===== src/rtl/mem_arbiter_pkg.sv =====
// mem_arbiter_pkg
//   Shared definitions for the unified instruction/data RAM arbiter.
//   - arb_state_t : 2-bit FSM encoding (IDLE, ISSUE, WAIT, RESP)
//   - req_id_t    : requester id (INSTR = 0, DATA = 1)
//   - lat_load()  : value loaded into the read-latency counter on issue
package mem_arbiter_pkg;

    typedef enum logic [1:0] {
        MEM_ARB_IDLE  = 2'd0,
        MEM_ARB_ISSUE = 2'd1,
        MEM_ARB_WAIT  = 2'd2,
        MEM_ARB_RESP  = 2'd3
    } arb_state_t;

    typedef enum logic {
        MEM_ARB_ID_INSTR = 1'b0,
        MEM_ARB_ID_DATA  = 1'b1
    } req_id_t;

    // Largest supported RAM read latency; sizes the latency counter.
    localparam int MEM_LAT_MAX = 3;
    localparam int LAT_CNT_W   = 2;

    // The counter counts down to zero, and the zero cycle is the capture
    // cycle, so MEM_LAT cycles of waiting need a start value of MEM_LAT-1.
    function automatic logic [LAT_CNT_W-1:0] lat_load(input int mem_lat);
        return LAT_CNT_W'(mem_lat - 1);
    endfunction

endpackage


===== src/rtl/mem_arbiter.sv =====
// mem_arbiter
//   Shares one single-port synchronous RAM between the instruction-fetch
//   requester and the data load/store requester. Exactly one transaction
//   is in flight: IDLE (arbitrate) -> ISSUE (RAM strobe, gnt pulse) ->
//   WAIT (RAM read latency) -> RESP (rvalid pulse) -> IDLE. Writes go from
//   ISSUE straight back to IDLE.
//
//   Handshake: a requester raises req, with its address/data stable, and
//   holds it until its gnt pulse. req is sampled only in IDLE. A write is
//   complete at gnt. A read returns rvalid (one cycle) MEM_LAT+1 cycles
//   after gnt, with rdata holding the word until the next response to the
//   same requester.
//
//   Parameters: ADDR_W  RAM word-address width (2**ADDR_W words of 32 bits)
//               MEM_LAT RAM read latency, 1..3 cycles
//
//   Ports:
//     clk, rst_n                         clock, synchronous active-low reset
//     i_req, i_addr                      instruction read request
//     i_gnt, i_rvalid, i_rdata           instruction grant / response
//     d_req, d_we, d_addr, d_wdata, d_wstrb   data request
//     d_gnt, d_rvalid, d_rdata           data grant / response
//     mem_en, mem_we, mem_wstrb, mem_addr, mem_wdata, mem_rdata   RAM side
//     busy                               high whenever the FSM is not in IDLE
//
//   Build option: MEM_ARB_RR_EN
//     defined   - round-robin on a conflict (the requester not granted last
//                 wins; last_grant resets to DATA so INSTR wins first)
//     undefined - fixed priority, data wins every conflict
module mem_arbiter
    import mem_arbiter_pkg::*;
#(
    parameter int ADDR_W  = 12,
    parameter int MEM_LAT = 1
) (
    input  logic              clk,
    input  logic              rst_n,

    input  logic              i_req,
    input  logic [31:0]       i_addr,
    output logic              i_gnt,
    output logic              i_rvalid,
    output logic [31:0]       i_rdata,

    input  logic              d_req,
    input  logic              d_we,
    input  logic [31:0]       d_addr,
    input  logic [31:0]       d_wdata,
    input  logic [3:0]        d_wstrb,
    output logic              d_gnt,
    output logic              d_rvalid,
    output logic [31:0]       d_rdata,

    output logic              mem_en,
    output logic              mem_we,
    output logic [3:0]        mem_wstrb,
    output logic [ADDR_W-1:0] mem_addr,
    output logic [31:0]       mem_wdata,
    input  logic [31:0]       mem_rdata,

    output logic              busy
);

    localparam logic [LAT_CNT_W-1:0] LAT_START = lat_load(MEM_LAT);

    arb_state_t           state;
    req_id_t              lat_id;   // requester owning the transaction in flight
    logic                 lat_we;   // transaction in flight is a write
    logic [LAT_CNT_W-1:0] lat_cnt;
    logic                 d_wins;

`ifdef MEM_ARB_RR_EN
    req_id_t              last_grant;
`endif

    // Byte-offset bits and bits above the RAM size are ignored by design:
    // addresses are word-aligned and wrap modulo the RAM size.
    logic unused_addr_bits;
    assign unused_addr_bits = ^{i_addr[31:ADDR_W+2], i_addr[1:0],
                                d_addr[31:ADDR_W+2], d_addr[1:0]};

    // Winner select for the IDLE sampling cycle.
    always_comb begin
        d_wins = d_req;
`ifdef MEM_ARB_RR_EN
        if (i_req && d_req) begin
            d_wins = (last_grant == MEM_ARB_ID_INSTR);
        end
`endif
    end

    // All outputs are registered: the RAM strobe and gnt for the ISSUE
    // cycle are loaded on the IDLE->ISSUE edge from the winner's inputs,
    // which doubles as the request latch.
    always_ff @(posedge clk) begin
        if (!rst_n) begin
            state     <= MEM_ARB_IDLE;
            lat_id    <= MEM_ARB_ID_INSTR;
            lat_we    <= 1'b0;
            lat_cnt   <= '0;
            i_gnt     <= 1'b0;
            i_rvalid  <= 1'b0;
            i_rdata   <= '0;
            d_gnt     <= 1'b0;
            d_rvalid  <= 1'b0;
            d_rdata   <= '0;
            mem_en    <= 1'b0;
            mem_we    <= 1'b0;
            mem_wstrb <= '0;
            mem_addr  <= '0;
            mem_wdata <= '0;
            busy      <= 1'b0;
`ifdef MEM_ARB_RR_EN
            last_grant <= MEM_ARB_ID_DATA;
`endif
        end else begin
            // Pulses and RAM strobes default low; only ISSUE/RESP raise them.
            i_gnt     <= 1'b0;
            d_gnt     <= 1'b0;
            i_rvalid  <= 1'b0;
            d_rvalid  <= 1'b0;
            mem_en    <= 1'b0;
            mem_we    <= 1'b0;
            mem_wstrb <= '0;
            mem_addr  <= '0;
            mem_wdata <= '0;

            case (state)
                MEM_ARB_IDLE: begin
                    if (i_req || d_req) begin
                        state  <= MEM_ARB_ISSUE;
                        busy   <= 1'b1;
                        mem_en <= 1'b1;
                        if (d_wins) begin
                            lat_id    <= MEM_ARB_ID_DATA;
                            lat_we    <= d_we;
                            d_gnt     <= 1'b1;
                            mem_we    <= d_we;
                            mem_wstrb <= d_we ? d_wstrb : 4'b0000;
                            mem_addr  <= d_addr[ADDR_W+1:2];
                            mem_wdata <= d_wdata;
                        end else begin
                            lat_id    <= MEM_ARB_ID_INSTR;
                            lat_we    <= 1'b0;
                            i_gnt     <= 1'b1;
                            mem_addr  <= i_addr[ADDR_W+1:2];
                        end
`ifdef MEM_ARB_RR_EN
                        last_grant <= d_wins ? MEM_ARB_ID_DATA : MEM_ARB_ID_INSTR;
`endif
                    end
                end

                MEM_ARB_ISSUE: begin
                    if (lat_we) begin
                        state <= MEM_ARB_IDLE;
                        busy  <= 1'b0;
                    end else begin
                        state   <= MEM_ARB_WAIT;
                        lat_cnt <= LAT_START;
                    end
                end

                MEM_ARB_WAIT: begin
                    // mem_rdata is valid in the cycle the counter reaches zero.
                    if (lat_cnt == '0) begin
                        state <= MEM_ARB_RESP;
                        if (lat_id == MEM_ARB_ID_DATA) begin
                            d_rdata  <= mem_rdata;
                            d_rvalid <= 1'b1;
                        end else begin
                            i_rdata  <= mem_rdata;
                            i_rvalid <= 1'b1;
                        end
                    end else begin
                        lat_cnt <= lat_cnt - 1'b1;
                    end
                end

                MEM_ARB_RESP: begin
                    state <= MEM_ARB_IDLE;
                    busy  <= 1'b0;
                end

                default: begin
                    state <= MEM_ARB_IDLE;
                    busy  <= 1'b0;
                end
            endcase
        end
    end

endmodule


===== config.mk =====
export PLATFORM = sky130hd
export DESIGN_NAME = mem_arbiter
export DESIGN_NICKNAME = d
export VERILOG_FILES = /design/src/rtl/mem_arbiter_pkg.sv /design/src/rtl/mem_arbiter.sv
export SDC_FILE = /design/constraint.sdc
export NUM_CORES = 1
export LEC_CHECK = 0
export CAP_MARGIN = 0
export CORE_MARGIN = 5
export CORE_UTILIZATION = 35
export DETAILED_ROUTE_END_ITERATION = 12
export PLACE_DENSITY = 0.77
export SKIP_LAST_GASP = 1
export SLEW_MARGIN = 20
export SYNTH_ARGS = -nofsm -noshare
export SYNTH_HDL_FRONTEND = slang
export SYNTH_SLANG_ARGS = --single-unit
export TNS_END_PERCENT = 100

===== constraint.sdc =====
create_clock -name clk -period 1.6 [get_ports clk]
set_input_delay 0.16 -clock clk [delete_from_list [all_inputs] [get_ports clk]]
set_output_delay 0.16 -clock clk [all_outputs]
set_load 0.005 [all_outputs]

==> results by group <==
Route
  • Total Routed Length: 12.39 mm
  • DRC errors left: 0
  • Via count: 3664
  • DR iter-0 viols: 161
  • Via density: around 4.7
  • Final ANT Viol Nets: 0
  • First-pass DRT Iterations: 4
  • Wire length per cell: between 15 and 20 um

Worst setup path
  • Crit-path slowest cell: clkdlybuf4s50_1
  • R2R cell count: 7
  • Worst setup EP type: output port
  • R2r setup slk: 0.18 ns
  • CP Data Required Time: about 1.4 ns
  • Critical path fanouts, max: 3
  • Slowest cell delay on critical path: between 0.5 and 0.6 ns
  • Crit path buf inv count: 1
  • Critical Path, Cell by Cell: clkdlybuf4s50_1
  • R2r startpoint: lat_cnt[0]
  • CP top delay family: buffers and inverters
  • CP Class: flop to output port
  • R2r endpoint: d_rdata[3]
  • WP data arrival: 1.30 ns
  • CP startpoint kind: flop

Power
  • PnR Total Power: just over 8 mW
  • Cell Pwr Density: 1179 nW/um^2
  • Leak: 2.636 nW
  • VDD IR max: 0.0008245 V

Outcome
  • Outcome: completed

Layout
  • Layout Nets: 755
  • Multi-input logic area: about 1400 um^2
  • Sequential cell area: 2502 um^2
  • Fraction of layout cells with a size suffix above 1: 0.09365
  • Diode count: 0
  • Final non-filler cell area: 6982 um^2
  • Most frequent cells in the layout: 214 x clkdlybuf4s50_1, 125 x dfxtp_1, 64 x nand3_1
  • Leading cell type in the layout, fill and taps excluded: clkdlybuf4s50_1
  • Synth-to-layout area growth: 72.38%
  • Fillers: 927

Worst hold path
  • Hold Path Depth: 3
  • Hold Crit Start: rst_n
  • Worst hold endpoint: state[0]
  • Min-Delay Path Class: input pin to flop

Timing
  • Max Slew Vio Count: 0
  • Final setup margin: 0.1352 ns
  • Final setup fails: 0
  • Worst slew margin: 0.6622
  • RSZ-0062 raised after global routing: no
  • Max frequency: a little under 0.7 GHz
  • TNS Setup: 0 ns
  • Final count of hold timing violations: 0
  • Final period util: 0.9155
  • Least-Margin Pin Slew: 0.5068 ns
  • Fin crit period: 1.465 ns
  • Clk_skew: around 0.011 ns

Placed design
  • Pre-CTS WS: around 0.11 ns
  • Global placement routability congestion: between 0.7 and 0.8
  • Post-DP HPWL: 9.171 mm
  • Placed inst area: 6341 um^2
  • PortBufs: between 200 and 250

Clocking
  • CTS Sinks: 125
  • TritonCTS buffer count: 17
  • CTS H-tree depth: 4
  • CTS tree: built
  • Longest Clk Path Bufs: 2
  • Cts hold-fix bufs: 0
  • Clk slew on worst S/H paths: 0.06 ns
  • Clock root buffer: clkbuf_16
  • Clock Latency Late Sink: 0.41 ns

Yosys
  • Seq cells post-synth: 125
  • Largest area contributor in the netlist: dfxtp_1
  • Cells after Synth: 404
  • Yosys warning total: 0
  • Mapped Area: 4050 um^2
  • Yosys top cell area share: 0.6179
  • Synth unique cells: 34
  • Avg Synthesized Cell Area: 10.03 um^2
  • Top post-synthesis cells by area: dfxtp_1 62%, nand3_1 7.9%, o21ai_0 7.3%, and2_1 5.1%, nand2_1 3.3%
  • Sequential share of the synthesized area: 0.6179
  • Syn_nets: approximately 540

GRT
  • Via count of the first global-routing pass: 3841
  • Grt total ovfl: 0
  • Largest net degree at the start of global routing: 54
  • Global-route wire length before repair: 19.54 mm
  • Initial antenna violation count: 0
  • Gr usage total: 0.1758

Floorplan
  • FP Rows: 39
  • Die width: 117.6 um
  • I/O Pins: 256
  • Std-Cell Core Area: 11370 um^2
  • DIE AREA: 13820 um^2
  • Starting Density: 0.3562
  • Chip height: 117.6 um

Flow run
  • Max-Cap Viols: 0
[where the power goes]
| part | total [mW] | switching, mW | internal (mW) |
|---|---|---|---|
| combinational | 0.929 | 0.339 | 0.590 |
| sequential | 3.35 | 0.0780 | 3.27 |
| clock | 3.95 | 1.35 | 2.61 |
| total | 8.23 | 1.76 | 6.47 |
[cells by family after synthesis]
family          synth area share
simple gates              0.2091
compound gates            0.1223
flops                     0.6179
buf+inv                  0.04541
xor+xnor                0.002163
fa+ha+maj               0.003089
[stage by stage]
stage | hold WS (ns) | utilization | cells
4_1_cts | 0.09606 | 0.6123 | 772
3_3_place_gp | 0.4472 | 0.5577 | 740
6_report | 0.1163 | 0.6141 | 773
5_1_grt | 0.1155 | 0.6141 | 773
3_5_place_dp | 0.4524 | 0.5577 | 740
2_1_floorplan | 0.2817 | - | 404
[layer usage]
layer	GRT usage	routed length [um]	part of all wire	vias to the layer above
met3	0.07881	1123	0.091	20
met5	0	0	0	-
met4	0.07814	240	0.019	0
met2	0.2900	5925	0.48	169
met1	0.1946	5104	0.41	1675
li1	-	-	-	1800
[tightest hold or removal path, cell delays in order]
cell,delay (ns)
buf_2,0.16
nand2b_4,0.12
nor2_1,0.05
[Yosys cell counts]
library cell  number
or3b_2             1
nand2b_4           1
buf_6              3
a22o_1             3
and3_1             4
nor3b_1            1
a21oi_1            2
a22o_2             9
ha_1               1
nand3_1           64
nand2_1           36
a31oi_1            1
nor2_1             8
o21ai_1            6
nand4b_1           1
nor4b_4            1
a211oi_1           1
inv_1              3
nor4_1             1
buf_1              6
buf_2             15
o21ai_0           59
nor3b_4            2
buf_4              1
o21a_1             2
nand4bb_1          1
o31ai_1            1
xnor2_1            1
clkbuf_2           3
clkbuf_1           5
dfxtp_1          125
and2_1            33
nand2b_1           2
a21boi_0           1
[repair_timing]
item	4_1_cts	5_1_grt
endpoints found under the hold margin	0	0
buffers inserted	0	1
setup endpoints to repair	0	13
gates resized for setup	0	3
[cell type report]
| type | instances | share of cell area |
|---|---|---|
| flip-flops and latches | 125 | 0.3584 |
| repair buffers | 227 | 0.3294 |
| multi-input cells | 243 | 0.1961 |
| clock buffers | 22 | 0.06935 |
| well taps | 143 | 0.02563 |
| clock inverters | 10 | 0.01953 |
| inverters | 3 | 0.001613 |
[sequential cells by signal, indices dropped and copies added, names as in the netlist, 2 cells and up, named ones only]
| signal | count |
|---|---|
| d_rdata | 32 |
| mem_wdata | 32 |
| i_rdata | 32 |
| mem_wstrb | 4 |
| lat_cnt | 2 |
| mem_addr | 12 |
[worst max path at each step]
| stage | from | to | slack, ns | cells past startpoint |
|---|---|---|---|---|
| 5_1_grt | lat_cnt[0] | d_rdata[3] | 0.03 | 7 |
| 3_3_place_gp | d_req | mem_wdata[29] | 0.14 | 4 |
| 6_report | busy | busy | 0.14 | 1 |
| 2_1_floorplan | lat_cnt[0] | i_rdata[10] | 0.30 | 7 |
| 3_5_place_dp | lat_cnt[0] | d_rdata[21] | 0.11 | 6 |
| 4_1_cts | lat_cnt[0] | d_rdata[22] | 0.08 | 6 |
(Power assumes the default switching activity.)
